## src/rtl/apb_req_bridge.sv

```systemverilog
// ============================================================================
// Module   : apb_req_bridge
// Purpose  : Single-outstanding req/gnt to APB4 master bridge; one-cycle
//            response pulse carries read data and slave error.
// Options  : APB_REQ_BRIDGE_TIMEOUT_EN adds an ACCESS-phase timeout that
//            completes a stuck transfer with rsp_err_o=1.
// Revision : 1.0 - initial release
// ============================================================================
`default_nettype none

module apb_req_bridge #(
  parameter int ADDR_WIDTH     = 32,
  parameter int DATA_WIDTH     = 32,
  parameter int TIMEOUT_CYCLES = 256
) (
  input  logic                    pclk_i,
  input  logic                    preset_ni,
  // request side
  input  logic                    req_i,
  input  logic [ADDR_WIDTH-1:0]   req_addr_i,
  input  logic                    req_we_i,
  input  logic [DATA_WIDTH-1:0]   req_wdata_i,
  input  logic [DATA_WIDTH/8-1:0] req_strb_i,
  input  logic [2:0]              req_prot_i,
  output logic                    gnt_o,
  output logic                    rsp_valid_o,
  output logic [DATA_WIDTH-1:0]   rsp_rdata_o,
  output logic                    rsp_err_o,
  // APB master side
  output logic [ADDR_WIDTH-1:0]   paddr_o,
  output logic [2:0]              pprot_o,
  output logic                    psel_o,
  output logic                    penable_o,
  output logic                    pwrite_o,
  output logic [DATA_WIDTH-1:0]   pwdata_o,
  output logic [DATA_WIDTH/8-1:0] pstrb_o,
  input  logic                    pready_i,
  input  logic [DATA_WIDTH-1:0]   prdata_i,
  input  logic                    pslverr_i
);

  localparam int STRB_WIDTH = DATA_WIDTH / 8;

  // Elaboration-time parameter sanity checks.
  if (ADDR_WIDTH < 3) begin : g_chk_addr
    $error("apb_req_bridge: ADDR_WIDTH must be >= 3");
  end
  if ((DATA_WIDTH % 8) != 0 || DATA_WIDTH < 8) begin : g_chk_data
    $error("apb_req_bridge: DATA_WIDTH must be a non-zero multiple of 8");
  end
  if (TIMEOUT_CYCLES < 1) begin : g_chk_timeout
    $error("apb_req_bridge: TIMEOUT_CYCLES must be >= 1");
  end

  typedef enum logic [1:0] {
    ST_IDLE   = 2'd0,
    ST_SETUP  = 2'd1,
    ST_ACCESS = 2'd2
  } state_t;

  state_t                  r_state;
  logic [ADDR_WIDTH-1:0]   r_paddr;
  logic [2:0]              r_pprot;
  logic                    r_psel;
  logic                    r_penable;
  logic                    r_pwrite;
  logic [DATA_WIDTH-1:0]   r_pwdata;
  logic [STRB_WIDTH-1:0]   r_pstrb;
  logic                    r_rsp_valid;
  logic [DATA_WIDTH-1:0]   r_rsp_rdata;
  logic                    r_rsp_err;

`ifdef APB_REQ_BRIDGE_TIMEOUT_EN
  localparam int CNT_W = $clog2(TIMEOUT_CYCLES + 1);
  localparam logic [CNT_W-1:0] C_CNT_LAST = CNT_W'(TIMEOUT_CYCLES - 1);
  localparam logic [CNT_W-1:0] C_CNT_MAX  = CNT_W'(TIMEOUT_CYCLES);
  logic [CNT_W-1:0]        r_cnt;
`endif

  // Grant is only possible while no transfer is in flight.
  assign gnt_o = (r_state == ST_IDLE) && req_i;

  always_ff @(posedge pclk_i or negedge preset_ni) begin
    if (!preset_ni) begin
      r_state     <= ST_IDLE;
      r_paddr     <= '0;
      r_pprot     <= '0;
      r_psel      <= 1'b0;
      r_penable   <= 1'b0;
      r_pwrite    <= 1'b0;
      r_pwdata    <= '0;
      r_pstrb     <= '0;
      r_rsp_valid <= 1'b0;
      r_rsp_rdata <= '0;
      r_rsp_err   <= 1'b0;
`ifdef APB_REQ_BRIDGE_TIMEOUT_EN
      r_cnt       <= '0;
`endif
    end else begin
      // Response fields are a single-cycle pulse and read as zero otherwise.
      r_rsp_valid <= 1'b0;
      r_rsp_rdata <= '0;
      r_rsp_err   <= 1'b0;

      unique case (r_state)
        ST_IDLE: begin
          if (req_i) begin
            r_paddr   <= req_addr_i;
            r_pprot   <= req_prot_i;
            r_pwrite  <= req_we_i;
            r_pwdata  <= req_we_i ? req_wdata_i : '0;
            r_pstrb   <= req_we_i ? req_strb_i  : '0;
            r_psel    <= 1'b1;
            r_penable <= 1'b0;
            r_state   <= ST_SETUP;
          end
        end

        ST_SETUP: begin
          r_penable <= 1'b1;
          r_state   <= ST_ACCESS;
`ifdef APB_REQ_BRIDGE_TIMEOUT_EN
          r_cnt     <= '0;
`endif
        end

        ST_ACCESS: begin
          if (pready_i) begin
            r_rsp_valid <= 1'b1;
            r_rsp_err   <= pslverr_i;
            r_rsp_rdata <= r_pwrite ? '0 : prdata_i;
            r_psel      <= 1'b0;
            r_penable   <= 1'b0;
            r_state     <= ST_IDLE;
          end
`ifdef APB_REQ_BRIDGE_TIMEOUT_EN
          else begin
            if (r_cnt != C_CNT_MAX) begin
              r_cnt <= r_cnt + CNT_W'(1);
            end
            // This stalled cycle is the last one allowed: abort with error.
            if (r_cnt == C_CNT_LAST) begin
              r_rsp_valid <= 1'b1;
              r_rsp_err   <= 1'b1;
              r_psel      <= 1'b0;
              r_penable   <= 1'b0;
              r_state     <= ST_IDLE;
            end
          end
`endif
        end

        default: begin
          r_psel    <= 1'b0;
          r_penable <= 1'b0;
          r_state   <= ST_IDLE;
        end
      endcase
    end
  end

  assign paddr_o     = r_paddr;
  assign pprot_o     = r_pprot;
  assign psel_o      = r_psel;
  assign penable_o   = r_penable;
  assign pwrite_o    = r_pwrite;
  assign pwdata_o    = r_pwdata;
  assign pstrb_o     = r_pstrb;
  assign rsp_valid_o = r_rsp_valid;
  assign rsp_rdata_o = r_rsp_rdata;
  assign rsp_err_o   = r_rsp_err;

endmodule

`default_nettype wire

```

## config.mk

```make
export PLATFORM = sky130hd
export DESIGN_NAME = apb_req_bridge
export DESIGN_NICKNAME = d
export VERILOG_FILES = /design/src/rtl/apb_req_bridge.sv
export SDC_FILE = /design/constraint.sdc
export NUM_CORES = 1
export LEC_CHECK = 0
export BUFFER_PORTS_ARGS = -buffer_cell sky130_fd_sc_hd__buf_2
export CAP_MARGIN = 20
export CORE_UTILIZATION = 25
export CTS_CLUSTER_SIZE = 28
export DETAILED_ROUTE_END_ITERATION = 10
export GPL_TIMING_DRIVEN = 1
export PLACE_DENSITY = 0.57
export SETUP_SLACK_MARGIN = 0.5
export SLEW_MARGIN = 20
export SYNTH_ARGS = -nofsm -noshare
export SYNTH_HDL_FRONTEND = slang
export SYNTH_SLANG_ARGS = --single-unit
```

## constraint.sdc

```tcl
create_clock -name pclk_i -period 3 [get_ports pclk_i]
set_input_delay 0.6 -clock pclk_i [delete_from_list [all_inputs] [get_ports pclk_i]]
set_output_delay 0.6 -clock pclk_i [all_outputs]
set_load 0.05 [all_outputs]
```

==> metrics.md <==
| Metric | Value |
|---|---|
| Synth area leader | dfrtp_1 |
| Buffers on Ports | between 200 and 250 |
| Die Wd | roughly 130 um |
| Seq/Total Area, Yosys | 68.6% |
| Synthesized area | 0.00398 mm^2 |
| Power Dens Cells | 1170 mW/mm^2 |
| DR pass1 iterations | 4 |
| Slew @ Worst Pin | 695 ps |
| Arr. time, crit path | 1760 ps |
| Antenna violations before repair | 0 |
| CP Max Fanout | 6 |
| Synth Instances | 391 |
| Maxcap violations | 0 |
| Die Ht | 128 um |
| DRT Wirelength | 10200 um |
| Starting DRT DRC Count | 72 |
| CP Cell Sequence | or3b_2 > clkinv_2 > buf_2 |
| Antenna viol nets, final | 0 |
| Fmax | 425 MHz |
| Synth top area share | about 69% |
| FILL cells | 1584 |
| Final nets | 711 |
| Cell family with most CP delay | simple AND/OR/NAND/NOR gates |
| Die area | 0.0164 mm^2 |
| Commonest non-fill, non-tap cells in the layout | buf_2, nand2_1, dfrtp_1 |
| Final Cycle Share | 78.5% |
| Worst slack at placement | 726 ps |
| Clock Tree Root | clkbuf_16 |
| Clock period minus worst slack | 2360 ps |
| Post-synth net total | 500 |
| Clock Skews | 7.29 ps |
| N_diodes | 0 |
| Clock sink count | 109 |
| Vias in the first global route | around 3400 |
| Mean Syn Cell Area | 10.2 um^2 |
| Netlist cell types | 17 |
| H-tree depth | 3 |
| CP required | 2400 ps |
| Placeable Area | 0.0154 mm^2 |
| GRT Total Usage | 13.0% |
| Flip-flop and latch count after synthesis | ~110 |
| Post-CTS setup buffers | 0 |
| DP HPWL | 7440 um |
| Slew headroom | 53.6% |
| RSZ-0062 raised after global routing | false |
| Crit-path max cell delay | 570 ps |
| Area contributors post-synth | dfrtp_1, nand2_1, and2_1 |
| Nature of the critical path endpoint | primary output |
| Pleak | roughly 3.3 nW |
| Buf/Inv on CP | 2 |
| Worst Setup Slack, final | roughly 640 ps |
| Largest net degree at the start of global routing | 110 |
| Starting Density | ~26% |
| Count of pins over their slew limit | 0 |
| Final Core Density | 36.2% |
| Clock Latency Late Sink | 340 ps |
| CTS buffer count | 9 |
| Hold_buf cts | 0 |
| Clk buf depth | 2 |
| Setup crit start kind | flop |
| Total number of vias | between 3000 and 4000 |
| Setup violators final | 0 |
| Area grow syn2layout | 39.9% |
| Vias per inst | 4.09 |
| Post_cts resized | 0 |
| Status | completed |
| Grt ovf | 0 |
| Drt drc | 0 |
| Slowest CP cell | or3b_2 |
| Layout cell share with drive strength beyond 1 | 39.5% |
| GPL Wtd Cong | 0.743 |
| Register clock-pin slew on the reported worst setup and hold paths | 70 ps |
| Final hold vios | 0 |
| Kind of critical path | reg2out |
| Yosys warnings | 0 |
| Row count | 45 |
| Peak VDD IR | 0.435 mV |
| First-pass GRT wire length | 16500 um |
| Wire per inst | around 13 um |
| CTS tree | built |
| Commonest non-fill, non-tap cell in the layout | buf_2 |
| Worst hold path type | in2async |
| Setup TNS | 0 ps |
| IO Count | 218 |
==> stage by stage <==
step | instances | hold WS [ps] | power [W] | cell area, um^2
global route | 818 | 363 | 0.00692 | 5570
CTS | 818 | 343 | 0.00663 | 5570
finish | 818 | 319 | 0.00652 | 5570
detailed placement | 802 | 450 | 0.00546 | 5280
global placement | 802 | 444 | 0.00541 | 5280
floorplan | 391 | 304 | 0.00463 | 3980
==> logic make-up after synthesis <==
kind of cell,after synthesis,share of synthesized area [%]
simple gates,253,27.6
flops,109,68.6
compound gates,3,0.566
buf+inv,26,3.27
==> synth_stat cells <==
| library cell | instances |
|---|---|
| a21o_1 | 1 |
| a2bb2oi_1 | 1 |
| and2_1 | 33 |
| buf_1 | 3 |
| buf_2 | 10 |
| buf_4 | 5 |
| clkbuf_1 | 4 |
| clkinv_2 | 1 |
| dfrtp_1 | 109 |
| inv_1 | 3 |
| nand2_1 | 180 |
| nand3_1 | 36 |
| nor3_1 | 1 |
| nor3b_1 | 1 |
| nor4b_2 | 1 |
| o22ai_1 | 1 |
| or3b_1 | 1 |
==> sequential cells by signal, indices dropped and copies added (netlist names) <==
name         cells
pstrb_o          4
rsp_rdata_o     32
paddr_o         32
r_state          1
pprot_o          3
penable_o        1
pwdata_o        32
rsp_valid_o      1
rsp_err_o        1
pwrite_o         1
psel_o           1
==> path summary, 6_finish.rpt <==
path                          startpoint         endpoint  slack (ps)  depth (start not counted)
min                            preset_ni      paddr_o[23]         320                          2
max in group asynchronous      preset_ni  rsp_rdata_o[31]        2260                          2
min reg2reg                 pwdata_o[23]     pwdata_o[23]         460                          2
max                           r_state[0]            gnt_o         640                          3
min in group pclk_i        req_addr_i[9]       paddr_o[9]         440                          3
max reg2reg                   r_state[0]      pwdata_o[1]         930                          5
==> worst register-to-register path, delay by kind of cell, from the launching register on <==
| kind | cells | cell delay [ps] |
|---|---|---|
| buf+inv | 2 | 680 |
| flops | 1 | 460 |
| simple gates | 3 | 870 |
==> routing by layer <==
layer	part of all wire, %	wire length (um)	vias to the layer above	global-route usage, %
li1	-	-	1630	-
met1	43	4430	1559	15.8
met2	45	4620	143	20.2
met3	9.4	964	14	5.01
met4	2.2	225	0	6.44
met5	0	0	-	0
==> area by class of cell <==
cell class | count | area, um^2 | share of cell area [%]
timing repair buffer | 222 | 1140 | 20.5
sequential | 109 | 2730 | 49.0
multi-input combinational | 256 | 1130 | 20.3
inverter | 4 | 16.3 | 0.292
clock inverter | 3 | 18.8 | 0.337
tap | 211 | 264 | 4.74
clock buffer | 13 | 270 | 4.86
==> power by group <==
part	leakage, nW	switching [W]	internal [W]
clock	0.146	0.000504	0.000630
sequential	1.42	0.000256	0.00197
combinational	1.74	0.00253	0.000637
total	3.31	0.00329	0.00323
(Power assumes the default switching activity.)
